<file path="src/rtl/alu_issue_unit.sv">
// alu_issue_unit: fetch/decode/issue sequencer driving a combinational ALU.
// Owns a 4x16 register file, handles ALU ops, two-word immediate loads and a
// back-pressured register output port, and counts retired instructions.
module alu_issue_unit #(
  parameter int DATA_WIDTH = 16  // instruction format assumes 16
) (
  input  logic                  i_clk,
  input  logic                  i_reset,
  input  logic                  i_instr_valid,
  output logic                  o_instr_ready,
  input  logic [DATA_WIDTH-1:0] i_instr,
  output logic [DATA_WIDTH-1:0] o_alu_opcode,
  output logic [DATA_WIDTH-1:0] o_alu_a,
  output logic [DATA_WIDTH-1:0] o_alu_b,
  input  logic [DATA_WIDTH-1:0] i_alu_c,
  input  logic [3:0]            i_alu_flags,
  output logic                  o_out_valid,
  input  logic                  i_out_ready,
  output logic [DATA_WIDTH-1:0] o_out_data,
  output logic [3:0]            o_flags,
  output logic                  o_illegal,
  output logic [15:0]           o_retired
);

  typedef enum logic [1:0] {S_FETCH, S_EXEC, S_IMM, S_EMIT} state_t;

  localparam logic [3:0] SEL_NOP = 4'h0;
  localparam logic [3:0] SEL_ALU = 4'h1;
  localparam logic [3:0] SEL_LDI = 4'h2;
  localparam logic [3:0] SEL_OUT = 4'h3;

  state_t                r_state;
  logic [DATA_WIDTH-1:0] r_ir;
  logic [DATA_WIDTH-1:0] r_rf [4];
  logic [DATA_WIDTH-1:0] r_alu_a;
  logic [DATA_WIDTH-1:0] r_alu_b;
  logic                  r_out_valid;
  logic [DATA_WIDTH-1:0] r_out_data;
  logic [3:0]            r_flags;
  logic                  r_illegal;
  logic [15:0]           r_retired;

  logic [3:0] w_sel;
  logic [1:0] w_ra;
  logic [1:0] w_rb;
  logic [1:0] w_ir_rd;

  assign w_sel   = i_instr[15:12];
  assign w_ra    = i_instr[3:2];
  assign w_rb    = i_instr[1:0];
  assign w_ir_rd = r_ir[5:4];

  // Words are accepted only in FETCH/IMM; held low for the whole reset pulse.
  assign o_instr_ready = !i_reset && ((r_state == S_FETCH) || (r_state == S_IMM));

  // The opcode is the captured instruction word itself, shown only in EXEC so
  // the ALU sits on its default path otherwise.
  assign o_alu_opcode = (r_state == S_EXEC) ? r_ir : '0;
  assign o_alu_a      = r_alu_a;
  assign o_alu_b      = r_alu_b;
  assign o_out_valid  = r_out_valid;
  assign o_out_data   = r_out_data;
  assign o_flags      = r_flags;
  assign o_illegal    = r_illegal;
  assign o_retired    = r_retired;

  // Sequencer: decode, operand capture, write-back, output handshake, counters.
  always_ff @(posedge i_clk or posedge i_reset) begin
    if (i_reset) begin
      r_state     <= S_FETCH;
      r_ir        <= '0;
      for (int i = 0; i < 4; i++) r_rf[i] <= '0;
      r_alu_a     <= '0;
      r_alu_b     <= '0;
      r_out_valid <= 1'b0;
      r_out_data  <= '0;
      r_flags     <= 4'b0001;
      r_illegal   <= 1'b0;
      r_retired   <= '0;
    end else begin
      case (r_state)
        S_FETCH: begin
          if (i_instr_valid) begin
            r_ir <= i_instr;
            case (w_sel)
              SEL_NOP: r_retired <= r_retired + 16'd1;
              SEL_ALU: begin
                // Operands are sampled here, so rd==ra/rb sees the old value.
                r_alu_a <= r_rf[w_ra];
                r_alu_b <= r_rf[w_rb];
                r_state <= S_EXEC;
              end
              SEL_LDI: r_state <= S_IMM;
              SEL_OUT: begin
                r_out_valid <= 1'b1;
                r_out_data  <= r_rf[w_ra];
                r_state     <= S_EMIT;
              end
              default: r_illegal <= 1'b1;
            endcase
          end
        end
        S_EXEC: begin
          r_rf[w_ir_rd] <= i_alu_c;
          r_flags       <= i_alu_flags;
          r_retired     <= r_retired + 16'd1;
          r_alu_a       <= '0;
          r_alu_b       <= '0;
          r_state       <= S_FETCH;
        end
        S_IMM: begin
          if (i_instr_valid) begin
            r_rf[w_ir_rd] <= i_instr;
            r_retired     <= r_retired + 16'd1;
            r_state       <= S_FETCH;
          end
        end
        S_EMIT: begin
          // Register file cannot change here, so out_data holds while stalled.
          if (i_out_ready) begin
            r_out_valid <= 1'b0;
            r_out_data  <= '0;
            r_retired   <= r_retired + 16'd1;
            r_state     <= S_FETCH;
          end
        end
        default: r_state <= S_FETCH;
      endcase
    end
  end

endmodule

</file>
<file path="config.mk">
export PLATFORM = sky130hd
export DESIGN_NAME = alu_issue_unit
export DESIGN_NICKNAME = d
export VERILOG_FILES = /design/src/rtl/alu_issue_unit.sv
export SDC_FILE = /design/constraint.sdc
export NUM_CORES = 1
export LEC_CHECK = 0
export CORE_ASPECT_RATIO = 0.9
export CORE_MARGIN = 4
export CORE_UTILIZATION = 46
export DETAILED_ROUTE_END_ITERATION = 16
export DONT_BUFFER_PORTS = 1
export HOLD_SLACK_MARGIN = 0.15
export PLACE_DENSITY_LB_ADDON = 0.08
export SLEW_MARGIN = 0
export SYNTH_ARGS = -nofsm -noshare
export SYNTH_HDL_FRONTEND = slang
export SYNTH_SLANG_ARGS = --single-unit
</file>
<file path="constraint.sdc">
create_clock -name i_clk -period 5.5 [get_ports i_clk]
set_input_delay 1.1 -clock i_clk [delete_from_list [all_inputs] [get_ports i_clk]]
set_output_delay 1.1 -clock i_clk [all_outputs]
set_load 0.05 [all_outputs]
</file>
==> results.json, run 1 <==
{
  "critPathMaxFanout": 21,
  "drive_above_1_share_pct": 16.2,
  "synth_common_cells": "151 x dfrtp_1, 70 x nand2_1, 58 x nor2_1, 51 x a21oi_1",
  "ios": 127,
  "tightest_slew_ns": 1.15,
  "max_freq_mhz": 277,
  "postCtsSetupBuffers": 0,
  "skew_ns": 0.0116,
  "clk_latency_ns": 0.42,
  "synth_edf_count": 0,
  "synth_area_um2": 6810,
  "area_growth_pct": 10.7,
  "grt_pass1_vias": 4631,
  "required_ns": 4.40,
  "ys.flop_type": "dfrtp_1",
  "htree_levels": 4,
  "die_area_um2": 16800,
  "dp_slack_ns": 2.33,
  "synth.most_common_cell": "dfrtp_1",
  "diodes": 0,
  "fillerInstances": 1268,
  "grt_usage_pct": 20.5,
  "timing.final.crit_share_pct": 65.6,
  "slew-limit-headroom_pct": 23.2,
  "ir_worst_vdd_mv": 0.294,
  "arrival_ns": 2.51,
  "wl_um": 16200,
  "cts_hold_buf": 0,
  "antenna_found_initial": 0,
  "setup_viol": 0,
  "p_per_area_nw_per_um2": 548,
  "avgRoutedWirePerCell_um": 21.1,
  "synth_area_leader_cell": "dfrtp_1",
  "fp-row-count": 41,
  "tns_ns": 0,
  "io_buffers": 0,
  "cts_buffers": 17,
  "worst_r2r_path_depth": 4,
  "hp-start": "r_ir[11]$_DFFE_PP0P_",
  "synthArstFlopShare_pct": 100,
  "utilization_pct": 52.9,
  "total_power_mw": 4.13,
  "die_w_um": 136,
  "finalNetCount": 605,
  "start_kind": "register",
  "viasPerCell": 5.68,
  "drt_pass1_iterations": 4,
  "seq_area_frac_synth_pct": 55.9,
  "slew_viol_final": 0,
  "cts_root_buf": "clkbuf_16",
  "final_hold_viol_count": 0,
  "cts_resized": 0,
  "grt_pass1_wl_um": 25900,
  "holdPathEnd": "r_ir[11]$_DFFE_PP0P_",
  "grt_max_degree": 114,
  "cts_tree": "done",
  "clk_path_buf_depth": 2,
  "initial_core_util_pct": 47.8,
  "dp_hpwl_um": 10800,
  "clk_pin_slew_ns": 0.05,
  "r2r_end": "r_rf[33]$_DFFE_PP0P_",
  "cts_sinks": 152,
  "path_class": "register to primary output",
  "drt_iter0_drc": 224,
  "hp-class": "register to register",
  "synth_fp_nets": 620,
  "avgSynthCellArea_um2": 11.8,
  "yosys-top-cells-area": "dfrtp_1 55%, mux4_2 11%, a22o_1 4.1%",
  "yosysUniqueCellTypes": 43,
  "yosysTopAreaCellShare_pct": 55.5,
  "finalCriticalPeriod_ns": 3.61,
  "rsz0062_at_grt": "false",
  "drc_errors": 0,
  "globalRouteOverflowTotal": 0,
  "finalWorstSetupSlack_ns": 1.89,
  "end_kind": "primary output",
  "ant_nets": 0,
  "ys_warn_count": 0,
  "power_leakage_nw": 3.33,
  "die_y_um": 123,
  "holdPathStages": 1,
  "status": "finished clean",
  "vias": 4365,
  "synthCells": 579,
  "ys_ff_latch": 152,
  "maxCapViolCount": 0,
  "worstReg2RegStart": "r_state[0]$_DFFE_PP0P_",
  "coreArea_um2": 14300,
  "gp_congestion": 0.754,
  "rrSetupSlack_ns": 2.59
}
## sequential cells by signal, indices dropped and copies added, names as in the netlist
signal,flops
r_rf,64
o_alu_a,16
o_flags,4
r_ir,16
o_out_valid,1
o_illegal,1
r_state,2
o_out_data,16
o_retired,16
o_alu_b,16
## worst max path at each step
stage | startpoint | end | slack, ns | cells past startpoint
2_1_floorplan | i_reset | o_alu_a[0]$_DFFE_PP0P_ | 0.31 | 1
3_3_place_gp | r_state[0]$_DFFE_PP0P_ | o_alu_opcode[6] | 2.52 | 2
3_5_place_dp | r_state[0]$_DFFE_PP0P_ | o_alu_opcode[1] | 2.33 | 2
4_1_cts | r_state[0]$_DFFE_PP0P_ | o_alu_opcode[1] | 1.88 | 2
5_1_grt | r_state[0]$_DFFE_PP0P_ | o_alu_opcode[1] | 1.66 | 2
6_report | r_state[0]$_DFFE_PP0P_ | o_alu_opcode[1] | 1.89 | 2
## stage by stage
stage	cells	hold WS (ns)	instance area (um2)
2_1_floorplan	579	0.461	6810
3_3_place_gp	738	0.480	6940
3_5_place_dp	738	0.487	6940
4_1_cts	768	0.502	7540
5_1_grt	768	0.523	7540
6_report	768	0.496	7540
## per-layer routing
layer	track usage (%)	vias up	part of all wire (%)
met2	31.3	140	45
met1	27.6	2189	46
met4	4.72	0	0.78
li1	-	2025	-
met5	0	-	0
met3	8.50	11	8.3
## layout make-up
class                           count  area (um2)  area share [%]
Timing Repair Buffer                7        52.6           0.697
Inverter                            5        23.8           0.315
Multi-Input combinational cell    381        2820            37.4
Clock inverter                      7         119            1.58
Clock buffer                       23         478            6.34
Tap cell                          193         241            3.20
Sequential cell                   152        3800            50.5
## critical path, stage by stage, from the launching register on
cell and delay [ns]:
dfrtp_1 0.55, nor2b_1 0.95, and2_1 0.58
## cell families (layout without fill, tap and decap cells)
logic type / after synthesis / after routing / share of synthesized area, %
buf+inv: 46 / 42 / 3.14
mux: 63 / 63 / 15.4
xor+xnor: 15 / 15 / 1.93
fa+ha+maj: 1 / 1 / 0.184
simple gates: 190 / 190 / 12.7
flops: 152 / 152 / 55.9
compound gates: 112 / 112 / 10.7
## report_power, final
group | internal (mW) | switching [mW] | leakage [nW]
registers | 1.48 | 0.773 | 1.87
clock network | 0.745 | 0.432 | 0.285
logic | 0.384 | 0.316 | 1.17
total | 2.61 | 1.52 | 3.33
## placed cells by master (no fill, tap or decap), types with 3 or more instances in the layout
cell type / synthesis / final
a21oi_1: 51 / 51
a22o_1: 32 / 32
and2_1: 17 / 17
buf_4: 0 / 7
bufinv_16: 0 / 3
clkbuf_1: 21 / 3
clkbuf_16: 0 / 17
clkbuf_8: 0 / 3
dfrtp_1: 151 / 151
inv_1: 5 / 4
mux2_2: 16 / 16
mux2i_1: 15 / 15
mux4_2: 32 / 32
nand2_1: 70 / 70
nand3_1: 20 / 20
nand4_1: 9 / 9
nor2_1: 58 / 58
nor3_1: 3 / 3
o21ai_0: 19 / 19
xnor2_1: 13 / 13
No activity file was read; power rests on OpenSTA's default activity.
==> run 2, diff against run 1 <==
--- a/config.mk
+++ b/config.mk
@@ -5,6 +5,7 @@
 export SDC_FILE = /design/constraint.sdc
 export NUM_CORES = 1
 export LEC_CHECK = 0
+export ABC_AREA = 1
 export CORE_ASPECT_RATIO = 0.9
 export CORE_MARGIN = 4
 export CORE_UTILIZATION = 46
==> constraint.sdc (replaced) <==
create_clock -name i_clk -period 3.8 [get_ports i_clk]
set_input_delay 0.76 -clock i_clk [delete_from_list [all_inputs] [get_ports i_clk]]
set_output_delay 0.76 -clock i_clk [all_outputs]
set_load 0.05 [all_outputs]
==> run 2 against run 1 <==
- first-iteration DRC count rose by 120%
- largest power group unchanged
- via count rose by 39%
- cell count rose by 53%
==> results.json, run 2 <==
{
  "placedInstanceArea_um2": 7620,
  "clk_pin_slew_ns": 0.06,
  "cp_num_buf_inv": 3,
  "wl_um": 19700,
  "seq_area_frac_synth_pct": 51.4,
  "tns_ns": 0,
  "comb_power_share_pct": 27.5,
  "area_growth_pct": 11.0,
  "p_per_area_nw_per_um2": 896,
  "start_kind": "register",
  "io_buffers": 0,
  "coreArea_um2": 15600,
  "yosysUniqueCellTypes": 28,
  "hp-class": "input port to register",
  "synth-xor-area-share_pct": 0.828,
  "synth_common_cells": "332 x nand2_1, 162 x o21ai_0, 151 x dfrtp_1, 101 x inv_1, 63 x a21oi_1",
  "diodes": 0,
  "synth_area_um2": 7410,
  "yosys-top-cells-area": "dfrtp_1 51%, nand2_1 17%, o21ai_0 11%",
  "synthMuxAreaShare_pct": 0,
  "utilization_pct": 52.7,
  "total_power_mw": 7.37,
  "stdcell_area_um2": 8230,
  "timing.final.crit_share_pct": 74.9,
  "die_area_um2": 18200,
  "avgSynthCellArea_um2": 7.65,
  "synth_fp_nets": 1009,
  "cts_resized": 0,
  "largest-register": "r_rf",
  "arrival_ns": 2.08,
  "drc_errors": 0,
  "fp-row-count": 43,
  "grt_max_degree": 153,
  "gp_congestion": 0.800,
  "switching_share_pct": 46.7,
  "end_kind": "primary output",
  "drt_pass1_iterations": 5,
  "clk_path_buf_depth": 2,
  "grt_pass1_vias": 5912,
  "finalCriticalPeriod_ns": 2.84,
  "status": "finished clean",
  "cts_sinks": 152,
  "synth_top_family_by_area": "simple AND/OR/NAND/NOR gates",
  "maxCapViolCount": 0,
  "htree_levels": 4,
  "seqPwrFrac_pct": 48.9,
  "ios": 127,
  "die_y_um": 128,
  "synthSimpleGateAreaFrac_pct": 23.1,
  "max_freq_mhz": 352,
  "power_leakage_nw": 4.17,
  "synth.most_common_cell": "nand2_1",
  "power_frac_clock_pct": 23.6,
  "drt_iter0_drc": 483,
  "ys_ff_latch": 152,
  "path_class": "register to primary output",
  "skew_ns": 0.00962,
  "cts_root_buf": "clkbuf_16",
  "grt_usage_pct": 22.6,
  "rsz0062_at_grt": "false",
  "clk_latency_ns": 0.43,
  "finalNetCount": 1003,
  "required_ns": 3.04,
  "critPathMaxFanout": 20,
  "globalRouteOverflowTotal": 0,
  "path_delay_family": "buffers and inverters",
  "yosysTopAreaCellShare_pct": 51.0,
  "path_cells": "inv_1 > nor2_1 > inv_1 > nor2_1 > buf_4",
  "avgRoutedWirePerCell_um": 16.7,
  "grt_pass1_wl_um": 32000,
  "postCtsSetupBuffers": 0,
  "dp_hpwl_um": 12800,
  "ys_warn_count": 0,
  "p_int_mw": 3.93,
  "final_hold_viol_count": 0,
  "synth_fa_ha_area_share_pct": 0.169,
  "ys.flop_type": "dfrtp_1",
  "synthArstFlopShare_pct": 100,
  "antenna_found_initial": 0,
  "final_common_cell": "nand2_1",
  "die_w_um": 142,
  "setup_viol": 0,
  "vias": 6064,
  "drive_above_1_share_pct": 7.38,
  "slowest_stage": "dfrtp_1",
  "largest_register_ffs": 64,
  "slew-limit-headroom_pct": 33.3,
  "cts_tree": "done",
  "p_sw_mw": 3.44,
  "cpPeakStageDelay_ns": 0.47,
  "viasPerCell": 5.15,
  "final_cell_mix": "332 x nand2_1, 162 x o21ai_0, 151 x dfrtp_1",
  "ir_worst_vdd_mv": 0.556,
  "cts_buffers": 17,
  "tightest_slew_ns": 0.998,
  "synth_edf_count": 0,
  "synthCells": 968,
  "slew_viol_final": 0,
  "initial_core_util_pct": 47.5,
  "ant_nets": 0,
  "synth_area_leader_cell": "dfrtp_1",
  "cts_hold_buf": 0,
  "synth_compound_area_share_pct": 16.1
}
[run 2: final timing paths]
path                       slack [ns]                    from                endpoint  cells past startpoint
max                              0.96  r_state[0]$_DFFE_PP0P_        o_alu_opcode[14]                      5
max reg2reg                      1.42  r_state[0]$_DFFE_PP0P_  o_alu_b[3]$_DFFE_PP0P_                      6
min                              0.42          i_alu_flags[0]  o_flags[0]$_DFFE_PP1P_                      2
max in group asynchronous        2.71                 i_reset    r_rf[56]$_DFFE_PP0P_                      2
min reg2reg                      0.49     r_ir[7]$_DFFE_PP0P_     r_ir[7]$_DFFE_PP0P_                      2
min in group asynchronous        0.45                 i_reset    r_ir[15]$_DFFE_PP0P_                      2
[run 2: cells by family after synthesis]
| logic type | after synthesis |
|---|---|
| and+or+nand+nor | 419 |
| AOI/OAI and AO/OA | 236 |
| buffers and inverters | 153 |
| DFF | 152 |
| xor gates and xnor gates | 7 |
| adders and majority gates | 1 |
[run 2: routing by layer]
metal	track usage, %	vias to the layer above	wire length [um]
met5	0	-	0
met4	6.94	0	278
met3	6.43	24	1340
met2	35.1	186	9010
met1	31.1	2793	9030
li1	-	3061	-
[run 2: final cells by class]
| class | count | area (um2) |
|---|---|---|
| repair buffers | 24 | 193 |
| flip-flops and latches | 152 | 3800 |
| clock buffers | 20 | 457 |
| well taps | 202 | 253 |
| inverters | 104 | 395 |
| multi-input cells | 663 | 2970 |
| clock inverters | 12 | 150 |
| fillers | 1487 | 7380 |
[run 2: power by group through the flow]
stage	combinational [mW]	sequential [mW]	clock, mW
2_1_floorplan	1.61	3.50	0
3_3_place_gp	2.02	3.63	0
3_5_place_dp	2.05	3.64	0
4_1_cts	2.06	3.62	1.76
5_1_grt	2.35	3.69	1.85
6_report	2.03	3.61	1.74
[run 2: stage by stage]
stage	hold WS (ns)	setup slack, ns	std cells
2_1_floorplan	0.453	1.12	968
3_3_place_gp	0.469	1.33	1145
3_5_place_dp	0.478	1.31	1145
4_1_cts	0.410	0.915	1177
5_1_grt	0.410	0.682	1177
6_report	0.425	0.956	1177
